## config.mk

```make
export PLATFORM = sky130hd
export DESIGN_NAME = captura_codigo
export DESIGN_NICKNAME = d
export VERILOG_FILES = /design/src/rtl/teclado_pkg.sv /design/src/rtl/detector_liberacion.sv /design/src/rtl/captura_codigo.sv
export SDC_FILE = /design/constraint.sdc
export NUM_CORES = 1
export LEC_CHECK = 0
export CORE_UTILIZATION = 60
export CTS_CLUSTER_SIZE = 12
export DETAILED_ROUTE_END_ITERATION = 7
export DONT_BUFFER_PORTS = 1
export PLACE_DENSITY = 0.75
export SLEW_MARGIN = 25
export SYNTH_ARGS = -nofsm -noshare
export SYNTH_HDL_FRONTEND = slang
export SYNTH_HIERARCHICAL = 1
export SYNTH_SLANG_ARGS = --single-unit
```

## constraint.sdc

```tcl
create_clock -name clk -period 2.5 [get_ports clk]
set_input_delay 0.375 -clock clk [delete_from_list [all_inputs] [get_ports clk]]
set_output_delay 0.375 -clock clk [all_outputs]
set_load 0.1 [all_outputs]
```

## src/rtl/teclado_pkg.sv

```systemverilog
// Key codes and FSM state type shared by the keypad scan driver and the
// code-entry stage.
package teclado_pkg;

    localparam logic [4:0] K_FA   = 5'd10;
    localparam logic [4:0] K_FB   = 5'd11;
    localparam logic [4:0] K_FC   = 5'd12;
    localparam logic [4:0] K_FD   = 5'd13;
    localparam logic [4:0] K_HASH = 5'd14;
    localparam logic [4:0] K_STAR = 5'd15;
    localparam logic [4:0] K_NONE = 5'd16;
    localparam logic [4:0] K_INV  = 5'd17;

    typedef enum logic {
        IDLE,
        WAIT_REL
    } estado_t;

    // Function key A..D mapped to 0..3.
    function automatic logic [1:0] id_funcion(input logic [3:0] tecla);
        logic [3:0] rel;
        rel = tecla - K_FA[3:0];
        return rel[1:0];
    endfunction

endpackage

```

## src/rtl/detector_liberacion.sv

```systemverilog
// One-action-per-press filter: accepts a key strobe in IDLE, then waits for
// REL_CYC consecutive strobe-free cycles before accepting another.
module detector_liberacion
    import teclado_pkg::*;
#(
    parameter int REL_CYC = 8
) (
    input  logic       clk,
    input  logic       rst_n,
    input  logic [4:0] digito,
    input  logic       cambio_digito,
    output logic       acepta,
    output logic [3:0] tecla
);

    localparam int CW = $clog2(REL_CYC + 1);
    localparam logic [CW-1:0] CNT_MAX = CW'(REL_CYC);
    localparam logic [CW-1:0] CNT_ULT = CW'(REL_CYC - 1);

    estado_t       estado, estado_sig;
    logic [CW-1:0] cnt;
    logic          acepta_c;

    // NOTE: sequential state uses non-blocking assignments so every flop
    // samples pre-edge values regardless of process ordering.
    always_ff @(posedge clk or negedge rst_n) begin
        if (!rst_n) estado <= IDLE;
        else        estado <= estado_sig;
    end

    always_comb begin
        // NOTE: default assignment first so no path leaves estado_sig
        // unassigned, which would infer a latch.
        estado_sig = estado;
        case (estado)
            IDLE:     if (cambio_digito && digito < K_NONE) estado_sig = WAIT_REL;
            WAIT_REL: if (!cambio_digito && cnt == CNT_ULT) estado_sig = IDLE;
            default:  estado_sig = IDLE;
        endcase
    end

    always_comb begin
        acepta_c = (estado == IDLE) && cambio_digito && (digito < K_NONE);
    end

    // Release counter: any strobe restarts it, and it saturates at REL_CYC.
    always_ff @(posedge clk or negedge rst_n) begin
        if (!rst_n) begin
            cnt <= '0;
        end else if (estado == IDLE || cambio_digito) begin
            cnt <= '0;
        end else if (cnt != CNT_MAX) begin
            cnt <= cnt + 1'b1;
        end
    end

    always_ff @(posedge clk or negedge rst_n) begin
        if (!rst_n) begin
            acepta <= 1'b0;
            tecla  <= '0;
        end else begin
            acepta <= acepta_c;
            if (acepta_c) tecla <= digito[3:0];
        end
    end

endmodule

```

## src/rtl/captura_codigo.sv

```systemverilog
// Keypad code-entry stage: builds a BCD code from debounced key presses,
// with backspace (#), enter (*) and A..D function-key events.
module captura_codigo
    import teclado_pkg::*;
#(
    parameter int N_DIG   = 4,
    parameter int REL_CYC = 8
) (
    input  logic               clk,
    input  logic               rst_n,
    input  logic [4:0]         digito,
    input  logic               cambio_digito,
    output logic [4*N_DIG-1:0] codigo,
    output logic [3:0]         n_dig,
    output logic [4*N_DIG-1:0] codigo_final,
    output logic               codigo_valido,
    output logic               func_valido,
    output logic [1:0]         func_id,
    output logic               error
);

    localparam int         W     = 4 * N_DIG;
    localparam logic [3:0] N_MAX = 4'(N_DIG);

    logic       acepta;
    logic [3:0] tecla;

    detector_liberacion #(.REL_CYC(REL_CYC)) u_det (
        .clk           (clk),
        .rst_n         (rst_n),
        .digito        (digito),
        .cambio_digito (cambio_digito),
        .acepta        (acepta),
        .tecla         (tecla)
    );

    always_ff @(posedge clk or negedge rst_n) begin
        if (!rst_n) begin
            codigo        <= '0;
            n_dig         <= '0;
            codigo_final  <= '0;
            codigo_valido <= 1'b0;
            func_valido   <= 1'b0;
            func_id       <= '0;
            error         <= 1'b0;
        end else begin
            // Event outputs are single-cycle pulses unless re-asserted below.
            codigo_valido <= 1'b0;
            func_valido   <= 1'b0;
            error         <= 1'b0;
            if (acepta) begin
                if (tecla <= 4'd9) begin
                    if (n_dig < N_MAX) begin
                        codigo <= {codigo[W-5:0], tecla};
                        n_dig  <= n_dig + 1'b1;
                    end else begin
                        error <= 1'b1;
                    end
                end else if (tecla == K_HASH[3:0]) begin
                    if (n_dig != 4'd0) begin
                        codigo <= {4'h0, codigo[W-1:4]};
                        n_dig  <= n_dig - 1'b1;
                    end
                end else if (tecla == K_STAR[3:0]) begin
                    if (n_dig != 4'd0) begin
                        codigo_final  <= codigo;
                        codigo_valido <= 1'b1;
                        codigo        <= '0;
                        n_dig         <= '0;
                    end else begin
                        error <= 1'b1;
                    end
                end else begin
                    func_id     <= id_funcion(tecla);
                    func_valido <= 1'b1;
                end
            end
        end
    end

endmodule

```

==> impl_metrics.ini <==
[status]
status = completed

[clock_network]
cts_tree = built
numCtsBuffers = 5
cts_sinks = 51
path_clk_slew_ns = 0.09
cts_max_level = 2
ctsLongestPathBuffers = 2
cts_resized = 0
clock_latency_ns = 0.31
cts_hold_buffers = 2
cts_setup_buffers = 0
clockRootBuffer = clkbuf_8

[layout]
nets = 230
stdcell_count = 267
multi_input_area_sq_um = 980
fillers = 277
synthToLayoutAreaGrowth_pct = 12.2
drive_gt1_share_pct = 26.5
final_common_cell = dfrtp_1
final_area_sq_um = 2700
diodes = 0
final_cell_mix = dfrtp_1 (51), buf_4 (19), nor2_1 (18), a21oi_1 (16), inv_1 (13)
final-seq-area_sq_um = 1280

[placement]
dp_cells = 257
placed_cell_area_sq_um = 2530
dp_hpwl_um = 3050
finalWeightedCongestion = 0.833
pre_cts_ws_ns = 0.569
numPortBuffers = 0

[logic_synthesis]
synth_fp_nets = 214
synth_cell_types = 42
synthArstFlopShare_pct = 100
yosysSeqAreaShare_pct = 53.0
yosysWarnings = 6
ys_seq_elements = 51
syn_area_per_cell_sq_um = 11.9
synth_edf_count = 0
syn_inst = 202
syn-cell-area_sq_um = 2410
synthFlopType = dfrtp_1

[worst_setup_path]
reg2reg_slack_ns = 0.51
crit_fanout = 24
timing.rr.end = codigo[1]$_DFFE_PN0P_
endpoint_kind = register
path_cells = inv_1 > ha_1 > nor3b_4 > o32ai_4 > buf_12 > nor2_1 > a21oi_1
rr_worst_depth = 7
critical_path_class = register to register
slowest_stage = o32ai_4
cp-start-kind = register
crit_required_ns = 2.73
worstPathArrival_ns = 2.21
cp_slowest_stage_delay_ns = 0.60
crit-reg2reg-launch = n_dig[0]$_DFFE_PN0P_

[timing]
worst-slew-pin-transition_ns = 0.975
period_share_pct = 79.4
min_period_ns = 1.99
rsz0062_at_grt = false
worst_slack_ns = 0.514
final.setup.tns_ns = 0
slew-limit-headroom_pct = 35.0
finalSetupViolations = 0
finalMaxSlewViolations = 0
finalHoldViolCount = 0
fin_worst_skew_ns = 0.00914
clock.fmax_mhz = 504

[global_route]
grt_antenna_before_repair = 0
first_global_vias = 1628
track_usage_pct = 24.3
grt_pass1_wl_um = 7630
overflow = 0
grt_max_degree = 52

[drt]
drt-pass1-iter-count = 4
drc = 0
drtIter0Drc = 111
post_drt_wl_per_cell_um = 17.2
final_antenna_net_count = 0
vias = 1580
drt_wl_total_um = 4580
vias_per_cell = 5.92

[floorplan]
initial_core_util_pct = 64.3
num_rows = 22
fp.dieH_um = 65.3
core_sq_um = 3740
die_w_um = 65.3
ios = 49
die_area_sq_um = 4270

[power_and_ir_drop]
leakagePower_uw = 0.00123
ir_worst_vdd_v = 0.000729
power_density_nw_per_um2 = 1030
total_power_uw = 2770

[run]
maxCapViolations = 0

[hold_path]
hold_path.class = primary input to register
hold_start = digito[4]
worstHoldPathCells = 1
hold_path_end = u_det/acepta$_DFF_PN0_
==> registers in the layout, indices dropped and copies added, names as in the netlist, 2 cells and up <==
signal	flops
codigo	16
codigo_final	16
n_dig	4
u_det/cnt	4
u_det/tecla	4
func_id	2
==> routing by layer <==
layer	wire length (um)	vias up	track usage [%]
met4	44	0	8.42
li1	-	747	-
met2	2360	48	41.4
met1	1910	780	29.6
met3	264	5	6.42
met5	0	-	0
==> per-stage QoR <==
step,hold slack (ns),utilization [%]
3_3_place_gp,0.0804,67.5
4_1_cts,0.130,72.2
2_1_floorplan,0.0794,-
3_5_place_dp,0.0804,67.5
5_1_grt,0.125,72.2
6_report,0.143,72.2
==> logic make-up (layout without fill, tap and decap cells) <==
group	count (synthesis)	after routing	share of synthesized area (%)
adder cells (fa/ha/maj)	4	4	2.08
flip-flops	51	51	53.0
multiplexers	24	24	12.5
XOR/XNOR	3	3	1.09
AO/OA/AOI/OAI	49	49	13.5
buffers and inverters	26	43	6.29
AND/OR/NAND/NOR	45	45	11.6
==> cell type report <==
| class | instances | area share (%) |
|---|---|---|
| repair buffers | 22 | 7.41 |
| multi-input cells | 125 | 36.3 |
| flip-flops and latches | 51 | 47.2 |
| well taps | 48 | 2.22 |
| clock inverters | 3 | 2.50 |
| inverters | 13 | 1.81 |
| clock buffers | 5 | 2.55 |
==> how the worst max path moves through the flow <==
| stage | slack [ns] | cells past startpoint | to | start |
|---|---|---|---|---|
| after floorplan | 0.003 | 6 | codigo_final[10]$_DFFE_PN0P_ | n_dig[0]$_DFFE_PN0P_ |
| after global placement | 0.65 | 5 | codigo[4]$_DFFE_PN0P_ | u_det/tecla[3]$_DFFE_PN0P_ |
| after detailed placement | 0.57 | 7 | codigo[9]$_DFFE_PN0P_ | n_dig[0]$_DFFE_PN0P_ |
| after CTS | 0.53 | 7 | codigo[1]$_DFFE_PN0P_ | n_dig[0]$_DFFE_PN0P_ |
| after global routing | 0.33 | 5 | codigo[1]$_DFFE_PN0P_ | u_det/tecla[1]$_DFFE_PN0P_ |
| final | 0.51 | 7 | codigo[1]$_DFFE_PN0P_ | n_dig[0]$_DFFE_PN0P_ |
==> critical path, delay by kind of cell, from the launching register on <==
kind                     cells  cell delay, ns
AO/OA/AOI/OAI                2            0.76
adder cells (fa/ha/maj)      1            0.23
flip-flops                   1            0.36
AND/OR/NAND/NOR              2            0.23
buffers and inverters        2            0.31
==> cells in the mapped netlist, types with 2 or more instances <==
cell	number	area [sq um]
dfrtp_1	51	1280
nor2_1	18	67.6
a21oi_1	16	80.1
inv_1	13	48.8
mux2_2	12	135
o21ai_0	12	60.1
a22oi_1	9	67.6
mux2_4	9	135
nand3_1	8	40.0
buf_2	6	30.0
ha_1	4	50.1
nand2_1	4	15.0
buf_6	3	33.8
mux2i_1	3	30.0
and4b_1	2	20.0
buf_4	2	15.0
nor3b_4	2	37.5
o211ai_1	2	15.0
o31ai_1	2	15.0
xnor2_1	2	17.5
==> power breakdown <==
part           internal [uW]  total, uW  leakage (uW)  switching, uW
registers                919       1140      0.000667            218
logic                    230        966      0.000502            736
clock network            399        672     0.0000644            273
total                   1550       2770       0.00123           1230
Note: power is estimated with default switching activity, not from simulation.
